$ cat config.mk
export PLATFORM = sky130hd
export DESIGN_NAME = writeback_arbiter
export DESIGN_NICKNAME = d
export VERILOG_FILES = /design/src/rtl/writeback_arbiter.sv
export SDC_FILE = /design/constraint.sdc
export NUM_CORES = 1
export LEC_CHECK = 0
export BUFFER_PORTS_ARGS = -buffer_cell sky130_fd_sc_hd__buf_2
export CORE_MARGIN = 2
export CORE_UTILIZATION = 30
export CTS_BUF_LIST = sky130_fd_sc_hd__clkbuf_16
export DETAILED_ROUTE_END_ITERATION = 8
export RECOVER_POWER = 100
export SKIP_CTS_REPAIR_TIMING = 1
export SLEW_MARGIN = 20
export SYNTH_ARGS = -nofsm -noshare
export SYNTH_HDL_FRONTEND = slang
export SYNTH_SLANG_ARGS = --single-unit
export TNS_END_PERCENT = 100
$ cat constraint.sdc
create_clock -name clk -period 7.75 [get_ports clk]
set_input_delay 0.775 -clock clk [delete_from_list [all_inputs] [get_ports clk]]
set_output_delay 0.775 -clock clk [all_outputs]
set_load 0.02 [all_outputs]
$ cat src/rtl/writeback_arbiter.sv
`default_nettype none
//------------------------------------------------------------------------------
// Module      : writeback_arbiter
// Description : Two-source register-file writeback arbiter. Each source (ALU
//               "A", load unit "B") owns a private 2-entry FIFO. One head
//               entry is popped per cycle, B preferred, with a starvation
//               override that forces an A pop after STARVE_LIMIT consecutive
//               losses. Register-file write port is fully registered.
// Revision    : 1.0 - initial release
//------------------------------------------------------------------------------
module writeback_arbiter #(
  parameter int STARVE_LIMIT = 3
) (
  input  logic        clk,
  input  logic        reset,
  // ALU writeback source
  input  logic        a_valid,
  input  logic [4:0]  a_addr,
  input  logic [31:0] a_data,
  output logic        a_ready,
  // Load-unit writeback source
  input  logic        b_valid,
  input  logic [4:0]  b_addr,
  input  logic [31:0] b_data,
  output logic        b_ready,
  // Register-file write port
  output logic        reg_w_out,
  output logic [4:0]  reg_addr_w_out,
  output logic [31:0] reg_data_w_out,
  output logic        idle
);

  localparam int         c_entry_w = 37;
  localparam logic [1:0] c_limit   = STARVE_LIMIT[1:0];

  // FIFO A storage and bookkeeping
  logic [c_entry_w-1:0] r_a_mem [2];
  logic                 r_a_wp;
  logic                 r_a_rp;
  logic [1:0]           r_a_cnt;

  // FIFO B storage and bookkeeping
  logic [c_entry_w-1:0] r_b_mem [2];
  logic                 r_b_wp;
  logic                 r_b_rp;
  logic [1:0]           r_b_cnt;

  logic [1:0]           r_skip_cnt;

  logic                 w_a_push;
  logic                 w_b_push;
  logic                 w_a_nempty;
  logic                 w_b_nempty;
  logic                 w_pop_a;
  logic                 w_pop_b;
  logic [c_entry_w-1:0] w_pop_entry;
  logic                 w_do_write;

  // Readiness comes from registered counts only, so a slot freed by this
  // cycle's pop is not offered until the next cycle.
  assign a_ready    = (r_a_cnt < 2'd2);
  assign b_ready    = (r_b_cnt < 2'd2);
  assign w_a_push   = a_valid & a_ready;
  assign w_b_push   = b_valid & b_ready;
  assign w_a_nempty = (r_a_cnt != 2'd0);
  assign w_b_nempty = (r_b_cnt != 2'd0);

  // Pop selection: B has priority unless A has lost STARVE_LIMIT times in a row
  always_comb begin
    w_pop_a     = 1'b0;
    w_pop_b     = 1'b0;
    w_pop_entry = '0;
    if (w_a_nempty && (!w_b_nempty || (r_skip_cnt == c_limit))) begin
      w_pop_a     = 1'b1;
      w_pop_entry = r_a_mem[r_a_rp];
    end else if (w_b_nempty) begin
      w_pop_b     = 1'b1;
      w_pop_entry = r_b_mem[r_b_rp];
    end
  end

  // Writes to register 0 still drain their slot but never reach the port
  assign w_do_write = (w_pop_a | w_pop_b) && (w_pop_entry[c_entry_w-1:32] != 5'd0);

  // FIFO A data storage (no reset needed; occupancy is tracked by the count)
  always_ff @(posedge clk) begin
    if (w_a_push && !reset) begin
      r_a_mem[r_a_wp] <= {a_addr, a_data};
    end
  end

  // FIFO A pointers and occupancy; push and pop may coincide
  always_ff @(posedge clk) begin
    if (reset) begin
      r_a_wp  <= 1'b0;
      r_a_rp  <= 1'b0;
      r_a_cnt <= 2'd0;
    end else begin
      if (w_a_push) r_a_wp <= ~r_a_wp;
      if (w_pop_a)  r_a_rp <= ~r_a_rp;
      case ({w_a_push, w_pop_a})
        2'b10:   r_a_cnt <= r_a_cnt + 2'd1;
        2'b01:   r_a_cnt <= r_a_cnt - 2'd1;
        default: r_a_cnt <= r_a_cnt;
      endcase
    end
  end

  // FIFO B data storage
  always_ff @(posedge clk) begin
    if (w_b_push && !reset) begin
      r_b_mem[r_b_wp] <= {b_addr, b_data};
    end
  end

  // FIFO B pointers and occupancy; push and pop may coincide
  always_ff @(posedge clk) begin
    if (reset) begin
      r_b_wp  <= 1'b0;
      r_b_rp  <= 1'b0;
      r_b_cnt <= 2'd0;
    end else begin
      if (w_b_push) r_b_wp <= ~r_b_wp;
      if (w_pop_b)  r_b_rp <= ~r_b_rp;
      case ({w_b_push, w_pop_b})
        2'b10:   r_b_cnt <= r_b_cnt + 2'd1;
        2'b01:   r_b_cnt <= r_b_cnt - 2'd1;
        default: r_b_cnt <= r_b_cnt;
      endcase
    end
  end

  // Starvation counter: counts consecutive B wins while A is waiting
  always_ff @(posedge clk) begin
    if (reset) begin
      r_skip_cnt <= 2'd0;
    end else if (!w_a_nempty || w_pop_a) begin
      r_skip_cnt <= 2'd0;
    end else if (w_pop_b && (r_skip_cnt < c_limit)) begin
      r_skip_cnt <= r_skip_cnt + 2'd1;
    end
  end

  // Registered write port; address/data hold while no write is issued
  always_ff @(posedge clk) begin
    if (reset) begin
      reg_w_out      <= 1'b0;
      reg_addr_w_out <= 5'd0;
      reg_data_w_out <= 32'd0;
    end else if (w_do_write) begin
      reg_w_out      <= 1'b1;
      reg_addr_w_out <= w_pop_entry[c_entry_w-1:32];
      reg_data_w_out <= w_pop_entry[31:0];
    end else begin
      reg_w_out      <= 1'b0;
    end
  end

  assign idle = (r_a_cnt == 2'd0) && (r_b_cnt == 2'd0) && !reg_w_out;

endmodule
`default_nettype wire
### Word-level counts from Yosys, hierarchy flattened

Memory sizes are Yosys's and may differ from the RTL's. A register that Yosys moved wholly into a read port is not among the register bits.
Index checks and enable logic that the tools add are counted.

| operators by class | value |
|---|---|
| $add $sub $neg | 5 |
| multiply operators | 0 |
| div/mod/pow operators | 0 |
| magnitude comparators | 3 |
| equality and inequality tests | 5 |
| shift-type cells | 0 |
| multiplexer cells | 16 |
| bitwise logic cells | 7 |
| reductions and logical operators | 21 |

Operators by type and width:

| kind | number |
|---|---|
| 2-to-1 mux 37 bit | 2 |
| 2-to-1 mux 1 bit | 12 |
| one-hot mux 2 bit (2 select lines) | 2 |
| nonzero test 2 bit | 4 |
| logical AND 1 bit | 7 |
| adder 2 x 1 -> 2 bit (second input constant) | 3 |
| equality test 2 bit (second input constant) | 3 |
| < comparator 2 bit (second input constant) | 3 |
| nonzero test 5 bit | 1 |
| equality test 2 x 1 -> 1 bit (second input constant) | 2 |
| zero test 1 bit | 4 |
| zero test 2 bit | 2 |
| NOT 1 bit | 4 |
| subtractor 2 x 1 -> 2 bit (second input constant) | 2 |
| bitwise AND 1 bit | 2 |
| logical OR 1 bit | 2 |
| OR reduction 2 bit | 1 |
| OR 1 bit | 1 |

| word-level totals | value |
|---|---|
| bits in registers | 48 |
| latch bits | 0 |
| memory bits (writable) | 148 |
| ROM bits | 0 |
| input port bits | 78 |
| output and inout bits | 41 |
| memories kept | 2 |

Memories:

| name | depth | width | rd ports | clocked after Yosys merged registers in | wr ports | line | text |
|---|---|---|---|---|---|---|---|
| r_a_mem | 2 | 37 | 1 | 1 | 1 | 37 | `logic [c_entry_w-1:0] r_a_mem [2];` |
| r_b_mem | 2 | 37 | 1 | 1 | 1 | 43 | `logic [c_entry_w-1:0] r_b_mem [2];` |

### Longest topological paths before layout

| depth | value |
|---|---|
| depth in word-level cells | 8 |
| gate-level depth with buffers | 8 |
| mapped depth without buffers | 8 |

### Least setup slack after synthesis

Ideal clock, no wire load.

| path | value |
|---|---|
| kind | in2reg |
| from | in reset |
| to | mem r_a_mem[1][0] (enable) |
| arrival | 3769 ps |
| path slack | 3496 ps |
| cell stages on the path | 2 |
| path buffers | 1 |
| cells stage by stage | clkbuf_1 -> nor3b_1 |

| on the way | value |
|---|---|
| cells in the longest elaborated chain, start to end | 4 |

RTL lines:

| element | line | text |
|---|---|---|
| start: declaration | 15 | `input logic reset,` |
| zero test 1 bit | 87 | `if (w_a_push && !reset) begin` |
| logical AND 1 bit | 87 |  |
| 2-to-1 mux 1 bit | 87 |  |
| 2-to-1 mux 1 bit (implied by the code) | 88 | `r_a_mem[r_a_wp] <= {a_addr, a_data};` |
| end: declaration | 37 |  |

Every way passes these cells.

### Worst setup path after layout

| path | value |
|---|---|
| from | reg r_b_cnt[1] |
| to | reg reg_data_w_out[8] |

| on the way | value |
|---|---|
| cells in the longest elaborated chain, start to end | 7 |
| elaborated cells on any way between the ends | 12 |

RTL lines:

| element | line | text |
|---|---|---|
| start: declaration | 46 | `logic [1:0] r_b_cnt;` |
| start signal: assignment | 126 | `2'b10: r_b_cnt <= r_b_cnt + 2'd1;` |
| start signal: assignment | 127 | `2'b01: r_b_cnt <= r_b_cnt - 2'd1;` |
| start signal: assignment | 128 | `default: r_b_cnt <= r_b_cnt;` |
| nonzero test 2 bit (*) | 66 | `assign w_b_nempty = (r_b_cnt != 2'd0);` |
| zero test 1 bit | 73 | `if (w_a_nempty && (!w_b_nempty \|\| (r_skip_cnt == c_limit))) begin` |
| logical OR 1 bit | 73 |  |
| logical AND 1 bit | 73 |  |
| 2-to-1 mux 37 bit / 2-to-1 mux 1 bit (equally long branches) | 73 |  |
| nonzero test 5 bit / OR 1 bit (equally long branches) | 83 | `assign w_do_write = (w_pop_a \| w_pop_b) && (w_pop_entry[c_entry_w-1:32] != 5'd0);` |
| logical AND 1 bit | 83 |  |
| end signal: assignment | 153 | `reg_data_w_out <= w_pop_entry[31:0];` |
| end: declaration | 29 | `output logic [31:0] reg_data_w_out,` |

Every way passes the cells marked *; elsewhere a longest branch is shown, timed or not.
A chain may end at the register's enable or synchronous reset.

==> summary.md <==
| Metric | Value |
|---|---|
| Outcome | `complete, but fails checks` |
| Violated checks | `max-capacitance violations, max-slew violations` |
| H-tree level count | `4` |
| Die area | `between 20,000 and 30,000 um^2` |
| Residual DRC | `0` |
| Critical Path RT | `around 8 ns` |
| # setup viols final | `0` |
| Max frequency | `209 MHz` |
| Cell count after synthesis | `518` |
| Hold depth | `1` |
| Tcrit/Tclk final | `61.6%` |
| Syn nets | `approximately 600` |
| CP Capture Type | `flop` |
| CP max stage delay | `1.45 ns` |
| Final Hold Vio Count | `0` |
| Startpoint class of the critical path | `flop` |
| TNS Setup | `0 ns` |
| Post-synthesis sequential area ratio | `between 60 and 70%` |
| Clock latency at the later pin of the worst-skew pair | `about 0.42 ns` |
| Fraction of final layout cells sized beyond drive strength 1 | `approximately 18%` |
| Critical-path cell list | `nor2_1 > o22ai_4 > clkbuf_1 > a211oi_4 > buf_4 > or3_2 > a21oi_1` |
| Synth cell types | `42` |
| Worst Max-Slew Pin Slew | `2.47 ns` |
| Critical path arrival | `5.05 ns` |
| Unrepaired setup endpoints after global routing | `false` |
| ANT cells | `0` |
| Yosys warns | `0` |
| Power density over the cells | `372 nW/um^2` |
| Peak supply drop | `about 0.18 mV` |
| # nets final | `just over 700` |
| LEAKAGE | `0.00295 uW` |
| HPWL after detailed placement | `12,000 um` |
| Starting density of the core | `a little under a third` |
| WL final | `17,800 um` |
| CTS max path bufs | `2` |
| Detail Route Antenna Nets | `0` |
| TritonCTS clock tree | `done` |
| FF+latch count, synth | `198` |
| Final min period | `around 4.8 ns` |
| Reg2Reg Depth | `7` |
| Clock transition at path regs | `~0.07 ns` |
| Count of pins over their slew limit | `185` |
| Post-Syn Area | `slightly below 8000 um^2` |
| Mean Syn Cell Area | `15.1 um^2` |
| Worst Path Max Fanout | `73` |
| Clk_skew | `0.00951 ns` |
| Die H | `roughly 170 um` |
| Site Rows | `between 50 and 60` |
| Slew HR | `-64.6%` |
| Setup CP Type | `flop to flop` |
| Vias per inst | `~4.7` |
| Die X | `165 um` |
| Main flop type after synthesis | `edfxtp_1` |
| Vias | `4,620` |
| Post-DR wirelength/cell | `between 15 and 20 um` |
| Root Driver | `clkbuf_16` |
| Worst hold path class | `flop to flop` |
| Cell area after placement | `8750 um^2` |
| Clock buffers created by TritonCTS | `17` |
| Core Box Area | `between 20,000 and 30,000 um^2` |
| Ys async rst share | `0%` |
| IO Pins | `119` |
| Max_cap viols | `4` |
| Iter 0 DRT Violations | `424` |
| Synthesis-to-finish area growth | `17.0%` |
| Initial antenna violation count | `1` |
| Fillcell total | `~2.5k` |
| Number of flops mapped to enable cells by yosys | `approximately 150` |
| Grt ovf | `0` |
| PortBufs | `118` |
| Global-route wire length before repair | `approximately 27,000 um` |
| Non-Filler Instances | `974` |
| CTS Sinks | `just under 200` |
| Largest net degree at the start of global routing | `74` |
| Final instance area | `9120 um^2` |
| Global Route Usage Sum | `13.3%` |
| Slowest CP cell | `nor2_1` |
| DRT Pass-1 Iters | `5` |
| Placed insts | `942` |
| Vias in the first global route | `4,628` |
| GPL Wtd Cong | `0.683` |
==> cell usage after synthesis (3+ instances only) <==
cell type  count  area (um^2)
edfxtp_1     148         4440
o21ai_0       67          335
dfxtp_1       50         1000
mux2i_1       37          370
mux2_2        36          405
o41ai_1       32          280
a21oi_2       27          236
clkbuf_1      25         93.8
nor2_1        13         48.8
a21oi_1        7         35.0
buf_2          7         35.0
inv_1          7         26.3
nand2_1        6         22.5
xor2_1         6         52.6
buf_6          4         45.0
a31oi_1        3         18.8
buf_1          3         11.3
ha_1           3         37.5
nand3_1        3         15.0
nor3_1         3         15.0
o22ai_2        3         37.5
or3_1          3         18.8
==> cell families (layout without fill, tap and decap cells) <==
family	count (synthesis)	count (layout)	synth area share, %
AOI/OAI and AO/OA	149	149	13.3
xor gates and xnor gates	8	8	0.898
adders and majority gates	3	3	0.481
buffers and inverters	46	167	2.71
DFF	198	198	69.8
muxes	74	74	10.1
and+or+nand+nor	40	40	2.68
==> cell type report <==
cell class | instances | area (um^2) | area share (%)
Tap cell | 335 | 419 | 4.59
Clock inverter | 15 | 211 | 2.32
Inverter | 7 | 26.3 | 0.288
Clock buffer | 17 | 425 | 4.66
Timing Repair Buffer | 128 | 529 | 5.80
Sequential cell | 198 | 5450 | 59.7
Multi-Input combinational cell | 274 | 2060 | 22.6
==> critical path, delay by kind of cell (launching register included) <==
kind | cells | cell delay [ns]
AND/OR/NAND/NOR | 2 | 2.11
buffers and inverters | 2 | 1.36
AO/OA/AOI/OAI | 3 | 0.72
flip-flops | 1 | 0.34
==> path summary, 6_finish.rpt <==
path,endpoint,start,slack (ns)
setup / recovery,reg_data_w_out[8]$_SDFFE_PP0P_,r_b_cnt[1]$_SDFFE_PP0P_,2.97
hold / removal,r_skip_cnt[0]$_SDFFE_PP0P_,r_skip_cnt[0]$_SDFFE_PP0P_,0.43
setup reg to reg,reg_data_w_out[8]$_SDFFE_PP0P_,r_b_cnt[1]$_SDFFE_PP0P_,2.97
hold reg to reg,r_skip_cnt[0]$_SDFFE_PP0P_,r_skip_cnt[0]$_SDFFE_PP0P_,0.43
==> sequential cells by signal (all words and copies together) (netlist names), 2 cells and up, named ones only <==
| signal | flops |
|---|---|
| r_skip_cnt | 2 |
| r_b_mem | 74 |
| r_a_mem | 74 |
| r_b_cnt | 2 |
| reg_addr_w_out | 5 |
| reg_data_w_out | 32 |
| r_a_cnt | 2 |
==> metal layers <==
metal	up-vias	routed length, um	GRT usage, %
met3	16	926	3.77
met5	-	13	0
met1	2264	8090	17.2
met2	114	8590	21.6
met4	2	223	4.19
li1	2224	-	-
==> through the flow <==
step | hold WS, ns | util (%) | setup WS [ns] | power [uW]
global placement | 0.405 | 34.0 | 4.62 | 2580
CTS | 0.427 | 36.5 | 4.55 | 3530
floorplan | 0.398 | - | 3.50 | 2290
finish | 0.427 | 35.4 | 2.97 | 3400
global route | 0.444 | 35.4 | 2.43 | 3600
detailed placement | 0.417 | 34.0 | 4.55 | 2590
==> power breakdown <==
| part | switching [uW] | internal (uW) | leakage (uW) |
|---|---|---|---|
| Clock | 370 | 569 | 0.000305 |
| Sequential | 106 | 1320 | 0.00177 |
| Combinational | 678 | 349 | 0.000876 |
==> cells in the final DEF, fill, tap and decap left out, drive strengths merged, types with 2 or more instances in the layout <==
cell type  instances
edfxtp           148
clkbuf           112
o21ai             70
dfxtp             50
mux2i             37
mux2              37
a21oi             34
buf               33
o41ai             32
nor2              15
inv                8
nand2              6
xor2               6
clkinv             6
bufinv             5
nor3               3
a31oi              3
ha                 3
clkinvlp           3
nand3              3
or3                3
o22ai              3
nor4               2
nor3b              2
xnor2              2
or4                2
o211ai             2
No activity file was read; power rests on OpenSTA's default activity.
